<file path="config.mk">
export PLATFORM = sky130hd
export DESIGN_NAME = mmio_bus_master
export DESIGN_NICKNAME = d
export VERILOG_FILES = /design/src/rtl/mmio_bus_master.sv
export SDC_FILE = /design/constraint.sdc
export NUM_CORES = 1
export LEC_CHECK = 0
export CAP_MARGIN = 5
export CORE_ASPECT_RATIO = 0.5
export CORE_MARGIN = 10
export CORE_UTILIZATION = 47
export CTS_CLUSTER_DIAMETER = 200
export DETAILED_ROUTE_END_ITERATION = 6
export PLACE_DENSITY = 0.75
export SETUP_SLACK_MARGIN = 0.5
export SYNTH_ARGS = -nofsm -noshare
export SYNTH_HDL_FRONTEND = slang
export SYNTH_SLANG_ARGS = --single-unit
export TNS_END_PERCENT = 10
</file>
<file path="constraint.sdc">
create_clock -name i_clk -period 3.3 [get_ports i_clk]
set_input_delay 0.66 -clock i_clk [delete_from_list [all_inputs] [get_ports i_clk]]
set_output_delay 0.66 -clock i_clk [all_outputs]
set_load 0.05 [all_outputs]
</file>
<file path="src/rtl/mmio_bus_master.sv">
// mmio_bus_master: FIFO-buffered initiator for the single-cycle MMIO bus, one access at a time.
// Read-modify-write support is compiled in when MMIO_RMW_EN is defined.
module mmio_bus_master #(
   parameter int unsigned FIFO_DEPTH = 4,
   parameter int unsigned ADDR_W     = 32,
   parameter int unsigned DATA_W     = 32
) (
   input  logic              i_clk,
   input  logic              i_rst,
   input  logic              i_cmd_valid,
   output logic              o_cmd_ready,
   input  logic              i_cmd_write,
   input  logic              i_cmd_rmw,
   input  logic [ADDR_W-1:0] i_cmd_addr,
   input  logic [DATA_W-1:0] i_cmd_wdata,
   input  logic [DATA_W-1:0] i_cmd_mask,
   output logic              o_rsp_valid,
   input  logic              i_rsp_ready,
   output logic [DATA_W-1:0] o_rsp_rdata,
   output logic              o_rsp_write,
   output logic [ADDR_W-1:0] o_mem_addr,
   output logic [DATA_W-1:0] o_mem_wdata,
   output logic              o_mem_we,
   output logic              o_mem_re,
   input  logic [DATA_W-1:0] i_mem_rdata,
   output logic              o_busy
);
   localparam int unsigned PTR_W = $clog2(FIFO_DEPTH);
   localparam logic [PTR_W:0] DEPTH_CNT = FIFO_DEPTH[PTR_W:0];

`ifdef MMIO_RMW_EN
   typedef enum logic [1:0] {StIdle, StAccess, StRmwWr, StResp} state_t;
`else
   typedef enum logic [1:0] {StIdle, StAccess, StResp} state_t;
`endif

   state_t r_state, w_state_d;

   logic              r_fifo_write [FIFO_DEPTH];
   logic [ADDR_W-1:0] r_fifo_addr  [FIFO_DEPTH];
   logic [DATA_W-1:0] r_fifo_wdata [FIFO_DEPTH];
`ifdef MMIO_RMW_EN
   logic              r_fifo_rmw   [FIFO_DEPTH];
   logic [DATA_W-1:0] r_fifo_mask  [FIFO_DEPTH];
   logic              r_cur_rmw;
   logic [DATA_W-1:0] r_cur_mask;
`endif
   logic [PTR_W-1:0]  r_wr_ptr, r_rd_ptr;
   logic [PTR_W:0]    r_count;
   logic              r_cur_write;
   logic [ADDR_W-1:0] r_mem_addr;
   logic [DATA_W-1:0] r_mem_wdata;
   logic [DATA_W-1:0] r_rsp_rdata;

   logic w_full, w_empty, w_push, w_pop, w_access_read;
   logic w_mem_we, w_mem_re, w_rsp_valid;

   assign w_full  = (r_count == DEPTH_CNT);
   assign w_empty = (r_count == '0);
   assign w_push  = i_cmd_valid && !w_full;
   assign w_pop   = (r_state == StIdle) && !w_empty;

`ifdef MMIO_RMW_EN
   assign w_access_read = !r_cur_write || r_cur_rmw;
`else
   assign w_access_read = !r_cur_write;
   logic w_unused;
   assign w_unused = ^{i_cmd_rmw, i_cmd_mask};
`endif

   // Payload storage needs no reset; only pointers and count define validity.
   always_ff @(posedge i_clk) begin
      if (w_push) begin
         r_fifo_write[r_wr_ptr] <= i_cmd_write;
         r_fifo_addr[r_wr_ptr]  <= i_cmd_addr;
         r_fifo_wdata[r_wr_ptr] <= i_cmd_wdata;
`ifdef MMIO_RMW_EN
         r_fifo_rmw[r_wr_ptr]   <= i_cmd_rmw;
         r_fifo_mask[r_wr_ptr]  <= i_cmd_mask;
`endif
      end
   end

   always_ff @(posedge i_clk or posedge i_rst) begin
      if (i_rst) begin
         r_wr_ptr <= '0;
         r_rd_ptr <= '0;
         r_count  <= '0;
      end else begin
         if (w_push) r_wr_ptr <= r_wr_ptr + 1'b1;
         if (w_pop)  r_rd_ptr <= r_rd_ptr + 1'b1;
         if (w_push && !w_pop)      r_count <= r_count + 1'b1;
         else if (!w_push && w_pop) r_count <= r_count - 1'b1;
      end
   end

   always_ff @(posedge i_clk or posedge i_rst) begin
      if (i_rst) r_state <= StIdle;
      else       r_state <= w_state_d;
   end

   always_ff @(posedge i_clk or posedge i_rst) begin
      if (i_rst) begin
         r_cur_write <= 1'b0;
         r_mem_addr  <= '0;
         r_mem_wdata <= '0;
         r_rsp_rdata <= '0;
`ifdef MMIO_RMW_EN
         r_cur_rmw   <= 1'b0;
         r_cur_mask  <= '0;
`endif
      end else begin
         if (w_pop) begin
            r_cur_write <= r_fifo_write[r_rd_ptr];
            r_mem_addr  <= r_fifo_addr[r_rd_ptr];
            r_mem_wdata <= r_fifo_wdata[r_rd_ptr];
`ifdef MMIO_RMW_EN
            r_cur_rmw   <= r_fifo_rmw[r_rd_ptr] && r_fifo_write[r_rd_ptr];
            r_cur_mask  <= r_fifo_mask[r_rd_ptr];
`endif
         end
         if (r_state == StAccess) begin
            r_rsp_rdata <= w_access_read ? i_mem_rdata : '0;
`ifdef MMIO_RMW_EN
            // r_mem_wdata still holds the command data here; merge it into the read value.
            if (r_cur_rmw) r_mem_wdata <= (i_mem_rdata & ~r_cur_mask) | (r_mem_wdata & r_cur_mask);
`endif
         end
      end
   end

   always_comb begin
      w_state_d   = r_state;
      w_mem_we    = 1'b0;
      w_mem_re    = 1'b0;
      w_rsp_valid = 1'b0;
      unique case (r_state)
         StIdle: begin
            if (!w_empty) w_state_d = StAccess;
         end
         StAccess: begin
            w_mem_re  = w_access_read;
            w_mem_we  = !w_access_read;
`ifdef MMIO_RMW_EN
            w_state_d = r_cur_rmw ? StRmwWr : StResp;
`else
            w_state_d = StResp;
`endif
         end
`ifdef MMIO_RMW_EN
         StRmwWr: begin
            w_mem_we  = 1'b1;
            w_state_d = StResp;
         end
`endif
         StResp: begin
            w_rsp_valid = 1'b1;
            if (i_rsp_ready) w_state_d = StIdle;
         end
         default: w_state_d = StIdle;
      endcase
   end

   assign o_cmd_ready = !w_full;
   assign o_rsp_valid = w_rsp_valid;
   assign o_rsp_rdata = r_rsp_rdata;
   assign o_rsp_write = r_cur_write;
   assign o_mem_addr  = r_mem_addr;
   assign o_mem_wdata = r_mem_wdata;
   assign o_mem_we    = w_mem_we;
   assign o_mem_re    = w_mem_re;
   assign o_busy      = (r_state != StIdle) || !w_empty;
endmodule
</file>
* Yosys cells after proc, flatten, opt, wreduce, memory -nomap -nowiden
Memory sizes are Yosys's and may differ from the RTL's. A register that Yosys moved wholly into a read port is not among the register bits.
Index checks and enable logic that the tools add are counted.
Widths: inputs -> output; s select.
** Word-level totals
- Memories kept :: 3
- Register bits :: 41
- Output and inout bits :: 102
- Bits in writable memories :: 260
- Input bits :: 134
** Memory list
- r_fifo_addr :: depth 4, width 32, rd ports 1, clocked after memory_dff 1, write ports 1, RTL line 40 : logic [ADDR_W-1:0] r_fifo_addr [FIFO_DEPTH];
- r_fifo_wdata :: depth 4, width 32, rd ports 1, clocked after memory_dff 1, write ports 1, RTL line 41 : logic [DATA_W-1:0] r_fifo_wdata [FIFO_DEPTH];
- r_fifo_write :: depth 4, width 1, rd ports 1, clocked after memory_dff 1, write ports 1, RTL line 39 : logic r_fifo_write [FIFO_DEPTH];
** Cells by class
- Eq/ne operators :: 5
- Muxes and demuxes :: 11
- Add/subtract/negate cells :: 4
- Reductions and logical operators :: 15
** Operator list (number)
- $mux 32 :: 1
- $mux 3 :: 2
- $pmux 2 s3 :: 1
- $logic_not 1->1 :: 5
- $mux 1 :: 5
- $add 2x1->2 const B :: 2
- $logic_and 1x1->1 :: 4
- $mux 2 :: 2
- $ne 2x2->1 const B :: 2
- $reduce_bool 2->1 :: 2
- $add 3x1->3 const B :: 1
- $eq 3x3->1 const B :: 1
- $logic_not 3->1 :: 1
- $sub 3x1->3 const B :: 1
- $eq 2x1->1 const B :: 1
- $eq 2x2->1 const B :: 1
- $logic_not 2->1 :: 1
- $reduce_and 2->1 :: 1
- $logic_or 1x1->1 :: 1

* Logic depth before layout (Yosys ltp)
Gate-level depths: netlist of run 1.
- Depth after elaboration :: 7
- Mapped depth :: 10

* Least setup slack after synthesis of run 1
No wires, ideal clock.
- Path kind :: input to register
- Start point :: input port i_cmd_valid
- End point :: memory r_fifo_addr[0][0] (enable)
- Stages on the path :: 2
- Buffers on the path :: 0
- Arrival time :: 2610 ps
- Required time :: 2870 ps
- Slack :: 260 ps
- Library setup time :: 430 ps
- Cell sequence :: a21boi_1 -> and2_1
** On the way
- Word-level cells in the longest chain between the ends :: 3
** RTL lines
- start, declared :: RTL line 10 : input logic i_cmd_valid,
- $logic_and 1x1->1 :: RTL line 60 : assign w_push = i_cmd_valid && !w_full;
- $mux 1 :: RTL line 73 : if (w_push) begin
- $mux 1 (implied by the code) :: RTL line 75 : r_fifo_addr[r_wr_ptr] <= i_cmd_addr;
- end, declared :: RTL line 40
No other way between the ends.

* Worst setup path in the final report of run 1
- Start point :: register r_count[1]
- End point :: output port o_busy
** On the way
- Word-level cells in the longest chain between the ends :: 3
** RTL lines
- start, declared :: RTL line 49 : logic [PTR_W:0] r_count;
- start signal, assigned :: RTL line 92 : if (w_push && !w_pop) r_count <= r_count + 1'b1;
- start signal, assigned :: RTL line 93 : else if (!w_push && w_pop) r_count <= r_count - 1'b1;
- $logic_not 3->1 :: RTL line 59 : assign w_empty = (r_count == '0);
- $logic_not 1->1 :: RTL line 172 : assign o_busy = (r_state != StIdle) || !w_empty;
- $logic_or 1x1->1 :: RTL line 172
- end, declared :: RTL line 26 : output logic o_busy
No other way between the ends.

==> results of run 1 <==
==> metal layers <==
metal  part of all wire  vias to the layer above  global-route usage
li1                   -                     3023                   -
met3              0.049                       27              0.0325
met5                  0                        -                   0
met1               0.40                     3463               0.182
met2               0.54                      140               0.273
met4              0.016                        0              0.0328
==> report_power, final <==
part | internal [mW] | total [mW] | switching (mW) | leakage (nW)
clock | 2.16 | 3.76 | 1.60 | 0.523
sequential | 6.30 | 7.05 | 0.745 | 3.66
combinational | 2.96 | 6.99 | 4.03 | 1.91
==> cell usage after synthesis, drive strengths merged <==
| cell type | n |
|---|---|
| a21boi | 1 |
| and2 | 4 |
| buf | 21 |
| clkbuf | 11 |
| dfrtp | 106 |
| edfxtp | 260 |
| fa | 1 |
| ha | 5 |
| inv | 7 |
| mux2 | 67 |
| mux4 | 65 |
| nand2 | 66 |
| nand2b | 3 |
| nand3 | 1 |
| nor2 | 5 |
| o21ai | 33 |
| or3 | 1 |
| xnor2 | 4 |
| xor2 | 2 |
==> cell families (layout without fill, tap and decap cells) <==
family / Yosys count / after routing / share of synthesized area
xor+xnor: 6 / 6 / 0.00389
other cells: 0 / 1 / 0
compound gates: 34 / 34 / 0.0128
fa+ha+maj: 6 / 6 / 0.00611
mux: 132 / 132 / 0.164
buf+inv: 39 / 284 / 0.0160
flops: 366 / 366 / 0.773
simple gates: 80 / 80 / 0.0238
==> timing repair <==
item | CTS | global route
pin swaps | 0 | 0
hold endpoints to repair | 0 | 0
setup endpoints to repair | 2 | 2
resized for setup | 1 | 1
==> worst max-delay path: stages, from the launching register on <==
cell and delay, ns:
dfrtp_1 0.42, or3_1 0.46, nand2b_1 0.17, dlygate4sd2_1 0.46
==> cells in the final DEF, fill, tap and decap left out, drive strengths merged, types with 3 or more instances in the layout <==
cell,synthesis,routed
ha,5,5
clkinv,0,10
mux2,67,67
edfxtp,260,260
clkinvlp,0,3
nand2,66,66
inv,7,8
bufinv,0,4
clkbuf,11,40
xnor2,4,4
buf,21,17
nand2b,3,3
nor2,5,5
mux4,65,65
clkdlybuf4s50,0,200
o21ai,33,33
and2,4,4
dfrtp,106,106
==> cell type report <==
cell class	instances	share of cell area
flip-flops and latches	366	0.609
multi-input cells	258	0.167
repair buffers	219	0.132
clock buffers	40	0.0500
well taps	382	0.0278
clock inverters	18	0.0121
inverters	7	0.00175
diodes	1	0.000146
==> worst paths after layout <==
kind | slack (ns) | to | from
worst max-delay path | 0.57 | o_busy | r_count[1]
worst min-delay path | 0.48 | o_rsp_rdata[8] | o_rsp_rdata[8]
worst max register to register | 0.95 | o_mem_wdata[16] | r_count[1]
worst min register to register | 0.48 | o_rsp_rdata[8] | o_rsp_rdata[8]
max in group asynchronous | 1.93 | o_rsp_rdata[4] | i_rst
min in group asynchronous | 0.55 | o_mem_addr[14] | i_rst
==> flip-flops by register name, indices dropped and copies added, names as in the netlist <==
| name | cells |
|---|---|
| r_fifo_addr | 128 |
| r_state | 2 |
| r_wr_ptr | 2 |
| o_mem_addr | 32 |
| r_fifo_wdata | 128 |
| o_mem_wdata | 32 |
| r_count | 3 |
| r_rd_ptr | 2 |
| o_rsp_write | 1 |
| r_fifo_write | 4 |
| o_rsp_rdata | 32 |
==> stage by stage <==
step | hold WS [ns] | setup slack, ns | power, mW | cells | util
after floorplan | 0.475 | 0.260 | 11.9 | 663 | -
after global placement | 0.464 | 0.687 | 14.1 | 1232 | 0.575
after detailed placement | 0.471 | 0.650 | 14.3 | 1232 | 0.575
after CTS | 0.486 | 0.365 | 18.1 | 1290 | 0.613
after global routing | 0.511 | 0.472 | 18.7 | 1291 | 0.613
final | 0.479 | 0.566 | 17.8 | 1291 | 0.613
==> metrics.cfg, run 1 <==
[drt]
first_pass_iters=4
routedWlPerCell_um=21.3
via_count=6653
drc_errors=0
wirelength_um=27500
via_per_inst=5.15
ant_nets=0
drt_iter0_markers=518

[timing]
finalHoldViolCount=0
grt_setup_unrepaired=yes
period_needed_ns=2.73
setup_viol=0
slew_violations=0
tns_ns=0
maxSlewHeadroom=0.290
layout_worst_path_cycle_share=0.829
max_freq_ghz=0.366
finalClockSkew_ns=0.0101
worstMarginPinSlew_ns=1.06

[finish]
drive_above_1_share=0.231
postLayoutCellArea_um2=17200
n_fill_cell=1984
syn_to_final_growth_pct=27.0
multi_input_area_um2=2870
num-nets-final=1023
seq_area_um2=10500

[logic_synthesis]
yosys.cell_types.count=23
synthesis.nets=803
synth_seq_area_share=0.773
syn_area_per_cell_um2=20.4
netlist_area_um2=13500
synth_top_area_frac=0.577
yosysWarnings=0
synth_area_leaders=edfxtp_1, dfrtp_1, mux4_2
syn_inst=663
yosysTopAreaCell=edfxtp_1
synth-seq-cells=366

[die]
die_h_um=140
boundaryPins=236
coreArea_um2=28000
dieArea_um2=36400
die_w_um=260
start_util=0.482
num_rows=43

[critical_path]
start_kind=flip-flop
crit_arrival_ns=2.07
required_ns=2.64
r2r_cells=4
cp_max_fo=4
path_class=flip-flop to output port
cp-end-kind=output port

[clock_network]
cts_root_buf=clkbuf_16
holdBufCountCts=0
numCtsBuffers=31
post_cts_buffers=0
clk_latency_ns=0.56
cts_tree=yes
ctsHtreeMaxLevel=1
clock_sinks=366
cts.path.max_buffers=3
path_clk_slew_ns=0.06

[placed_design]
dpl.hpwl_um=17200
place_area_um2=16100
numPortBuffers=202
place.gp.congestion=0.736

[global_routing]
grt_max_degree=68
grt_antenna_before_repair=1
grt_usage=0.151
grt_pass1_wl_um=42900
grt_pass1_vias=7241
grt_overflow=0

[min_path]
hold_depth=2
hold_path.class=flip-flop to flip-flop

[power]
p_per_area_nw_per_um2=1040
irDropWorstVdd_mv=0.578
leakage_nw=6.10

[run_status]
outcome=complete, no violations

[run]
cap_viol_max_count=0

No activity file was read; power rests on OpenSTA's default activity.
==> run 2: changes to the inputs <==
==> constraint.sdc (replaced) <==
create_clock -name i_clk -period 2.4 [get_ports i_clk]
set_input_delay 0.48 -clock i_clk [delete_from_list [all_inputs] [get_ports i_clk]]
set_output_delay 0.48 -clock i_clk [all_outputs]
set_load 0.05 [all_outputs]
==> run 2 against run 1 <==
Sequential power is 34% higher. First-iteration DRC count decreased by 6.2%. Largest power group is now combinational logic. Highest routed layer unchanged. Cell area is 1.1% higher.
==> metrics.cfg, run 2 (synthesized netlist as in run 1, its figures left out) <==
[finish]
top_regs=r_fifo_addr: 128 flops, r_fifo_wdata: 128 flops
n_fill_cell=1922
final_cell_mix=edfxtp_1, clkdlybuf4s50_1, dfrtp_1, mux2_2
fin_cells=1305
num-nets-final=1038
final_common_cell=edfxtp_1
syn_to_final_growth_pct=28.4
drive_above_1_share=0.246
postLayoutCellArea_um2=17400

[clock_network]
clk_latency_ns=0.52
cts.path.max_buffers=3
cts_root_buf=clkbuf_16
path_clk_slew_ns=0.06
clock_sinks=366
holdBufCountCts=0
cts_tree=yes
ctsHtreeMaxLevel=2
numCtsBuffers=35

[run_status]
outcome=complete, no violations

[die]
coreArea_um2=28000
dieArea_um2=36400
die_h_um=140
num_rows=43
boundaryPins=236
die_w_um=260
start_util=0.482

[critical_path]
cp_max_fo=2
crit_path_max_incr_delay_ns=0.81
required_ns=1.92
crit_family=buffers and inverters
slowest_stage=clkdlybuf4s50_1
setup.worst_path.start=o_rsp_rdata[12]
cp-end-kind=output port
reg2reg_from=r_count[0]
timing.critical_path.buf_inv=1
path_class=flip-flop to output port
crit_arrival_ns=1.67
crit_chain=clkdlybuf4s50_1
start_kind=flip-flop
regToRegSetupSlack_ns=0.30

[timing]
max_freq_ghz=0.466
finalClockSkew_ns=0.0176
hold_ws_ns=0.469
tns_ns=0
period_needed_ns=2.15
worstMarginPinSlew_ns=0.566
finalHoldViolCount=0
slew_violations=0
layout_worst_path_cycle_share=0.895
maxSlewHeadroom=0.624
grt_setup_unrepaired=yes
setup_viol=0

[power]
irDropWorstVdd_mv=0.783
p_per_area_nw_per_um2=1410
leakage_nw=6.48

[placed_design]
place.gp.congestion=0.736
numPortBuffers=202
place_area_um2=16300
dp_cells=1240
dpl.hpwl_um=17800

[global_routing]
grt_usage=0.153
grt_overflow=0
grt_antenna_before_repair=2
grt_pass1_wl_um=43200
grt_pass1_vias=7313
grt_max_degree=76

[drt]
drc_errors=0
ant_nets=0
first_pass_iters=4
via_per_inst=5.19
drt_iter0_markers=486
wirelength_um=27900
routedWlPerCell_um=21.4
via_count=6775

[min_path]
hold_path.class=input port to async pin

[run]
cap_viol_max_count=0

==> run 2: what timing repair did <==
action,CTS,global route
pin swaps,1,0
gates resized for setup,88,16
setup endpoints to repair,104,162
setup buffers,3,0
==> run 2: where the power goes <==
group / leakage (nW) / switching (mW) / internal [mW]
registers: 3.66 / 0.805 / 8.68
logic: 2.31 / 5.84 / 3.95
clock network: 0.513 / 2.22 / 3.05
==> run 2: area by class of cell <==
cell class	count	area, µm²	area share
inverters	7	30.0	0.00173
clock buffers	47	931	0.0536
multi-input cells	258	2880	0.166
clock inverters	13	146	0.00843
flip-flops and latches	366	10500	0.603
diodes	2	5.00	0.000288
well taps	382	478	0.0275
repair buffers	230	2420	0.140
==> run 2: worst paths after layout <==
path	endpoint	cells past startpoint
min in group i_clk	o_rsp_rdata[8]	2
min	o_rsp_rdata[25]	3
max	o_rsp_rdata[12]	1
max reg2reg	r_count[2]	9
min reg2reg	o_rsp_rdata[8]	2
max in group asynchronous	r_rd_ptr[1]	3
==> run 2: through the flow <==
step	total power, mW	setup slack (ns)	util
2_1_floorplan	16.4	-0.460	-
3_3_place_gp	19.6	0.0706	0.580
3_5_place_dp	19.9	0.0446	0.580
4_1_cts	24.9	0.224	0.618
5_1_grt	25.7	0.209	0.619
6_report	24.5	0.253	0.619
==> run 2: layer usage <==
| metal | wire length (µm) | global-route usage | up-vias | share of wire |
|---|---|---|---|---|
| met2 | 14900 | 0.275 | 153 | 0.53 |
| met3 | 1370 | 0.0319 | 43 | 0.049 |
| met1 | 11100 | 0.181 | 3535 | 0.40 |
| li1 | - | - | 3044 | - |
| met4 | 537 | 0.0459 | 0 | 0.019 |
| met5 | 0 | 0 | - | 0 |
==> run 3: changes to the inputs <==
--- a/config.mk
+++ b/config.mk
@@ -6,12 +6,12 @@
 export NUM_CORES = 1
 export LEC_CHECK = 0
 export CAP_MARGIN = 5
-export CORE_ASPECT_RATIO = 0.5
+export CORE_ASPECT_RATIO = 2
 export CORE_MARGIN = 10
-export CORE_UTILIZATION = 47
+export CORE_UTILIZATION = 45
 export CTS_CLUSTER_DIAMETER = 200
 export DETAILED_ROUTE_END_ITERATION = 6
-export PLACE_DENSITY = 0.75
+export PLACE_DENSITY = 0.72
 export SETUP_SLACK_MARGIN = 0.5
 export SYNTH_ARGS = -nofsm -noshare
 export SYNTH_HDL_FRONTEND = slang
==> run 3 against run 2 <==
Flip-flop and latch count is the same. Die area grew 4.0%. Register-to-register slack is essentially flat. Core utilization shrank 3.7 points. Critical endpoint is now o_busy. Global-route usage shrank 0.49 points. Critical path type unchanged. Setup slack lost 0.028 ns. Clock skew shrank 0.00054 ns. Highest routed layer is now met5. Non-clock buffer count is the same. Largest cell class unchanged. Final cell count shrank 1.6%. Combinational power grew 1%. Fmax shrank 1.3%. Clock-buffer cell count shrank 4. Largest power group unchanged.
==> metrics.cfg, run 3 (synthesized netlist as in run 1, its figures left out) <==
[timing]
grt_setup_unrepaired=yes
slew_violations=0
layout_worst_path_cycle_share=0.906
finalHoldViolCount=0
max_freq_ghz=0.460
period_needed_ns=2.18
finalClockSkew_ns=0.0171
maxSlewHeadroom=0.612
tns_ns=0
setup_viol=0
worstMarginPinSlew_ns=0.585

[die]
num_rows=89
coreArea_um2=29600
boundaryPins=236
die_w_um=143
start_util=0.457
die_h_um=265
dieArea_um2=37800

[clock_network]
holdBufCountCts=0
cts.path.max_buffers=3
clk_latency_ns=0.55
ctsHtreeMaxLevel=1
cts_tree=yes
cts_root_buf=clkbuf_16
path_clk_slew_ns=0.07
clock_sinks=366
numCtsBuffers=31

[finish]
fin_cells=1284
final_cell_mix=edfxtp_1, dfrtp_1, clkdlybuf4s50_1, dlygate4sd2_1, mux2_2
top_regs=r_fifo_addr: 128 flops, r_fifo_wdata: 128 flops
drive_above_1_share=0.268
seq_area_um2=10500
num-nets-final=1034
n_fill_cell=2224
final_common_cell=edfxtp_1
multi_input_area_um2=2910
syn_to_final_growth_pct=27.6

[drt]
routedWlPerCell_um=22.0
drc_errors=0
wirelength_um=28200
ant_nets=0
drt_iter0_markers=292
via_count=6681
via_per_inst=5.20
first_pass_iters=4

[critical_path]
r2r_cells=9
cp-end-kind=output port
crit_arrival_ns=1.70
cp_max_fo=3
required_ns=1.92
crit_chain=or3_4 -> nand2b_4 -> buf_8
path_class=flip-flop to output port
crit_path_max_incr_delay_ns=0.41
slowest_stage=dfrtp_1
start_kind=flip-flop

[global_routing]
grt_pass1_wl_um=43100
grt_pass1_vias=7380
grt_overflow=0
grt_usage=0.148
grt_max_degree=74
grt_antenna_before_repair=4

[power]
leakage_nw=6.38
p_per_area_nw_per_um2=1410
internal_power_mw=15.5
pwr-share-clk=0.208
irDropWorstVdd_mv=0.888
p_switching_mw=8.83
seqPwrFrac=0.385
switching_share=0.363
p_comb_frac=0.407

[placed_design]
dpl.hpwl_um=18100
numPortBuffers=202
place.gp.congestion=0.733
dp_cells=1217

[run_status]
outcome=complete, no violations

[min_path]
hold_path.class=input port to async pin

[run]
cap_viol_max_count=0

==> run 3: worst max-delay path: cells and delay by family (launching register included) <==
family / cells / cell delay (ns)
buffers and inverters: 1 / 0.16
DFF: 1 / 0.41
and+or+nand+nor: 2 / 0.57
==> run 3: final timing paths <==
kind,start,end,slack [ns]
min in group i_clk,o_rsp_rdata[6],o_rsp_rdata[6],0.47
hold / removal,i_rst,o_mem_wdata[25],0.36
setup / recovery,r_count[0],o_busy,0.22
setup reg to reg,r_count[0],r_count[2],0.29
max in group asynchronous,i_rst,r_rd_ptr[0],1.55
hold reg to reg,o_rsp_rdata[6],o_rsp_rdata[6],0.47
==> run 3: power by group through the flow <==
stage               clock (mW)  sequential [mW]  combinational, mW
CTS                       5.20             9.46               9.86
floorplan                    0             12.0               4.35
global placement             0             9.51               10.2
detailed placement           0             9.61               10.3
global route              5.45             9.55               10.6
finish                    5.05             9.37               9.89
==> run 3: repair_timing <==
action	in CTS	in global routing
setup buffers	2	5
endpoints found under the setup margin	133	160
cloned	0	1
pin swaps	1	0
resized for setup	134	21
==> run 3: cell type report <==
type | instances | share of cell area
diodes | 2 | 0.000290
clock buffers | 43 | 0.0516
clock inverters | 14 | 0.00892
inverters | 7 | 0.00174
multi-input cells | 258 | 0.169
flip-flops and latches | 366 | 0.607
well taps | 364 | 0.0264
repair buffers | 230 | 0.136
==> run 3: stage by stage <==
stage / setup slack, ns / cell area, µm² / hold WS, ns / power, mW / utilization
floorplan: -0.460 / 13500 / 0.475 / 16.4 / -
global placement: 0.0421 / 16200 / 0.463 / 19.7 / 0.547
detailed placement: 0.0379 / 16200 / 0.469 / 19.9 / 0.547
CTS: 0.200 / 17200 / 0.394 / 24.5 / 0.580
global route: 0.175 / 17300 / 0.427 / 25.6 / 0.582
finish: 0.225 / 17300 / 0.364 / 24.3 / 0.582
==> run 3: metal layers <==
| metal | global-route usage | vias up | wire length [µm] |
|---|---|---|---|
| met5 | 0 | - | 28 |
| met4 | 0.0532 | 4 | 692 |
| met3 | 0.0325 | 41 | 1710 |
| met2 | 0.275 | 197 | 15500 |
| met1 | 0.158 | 3412 | 10300 |
| li1 | - | 3027 | - |
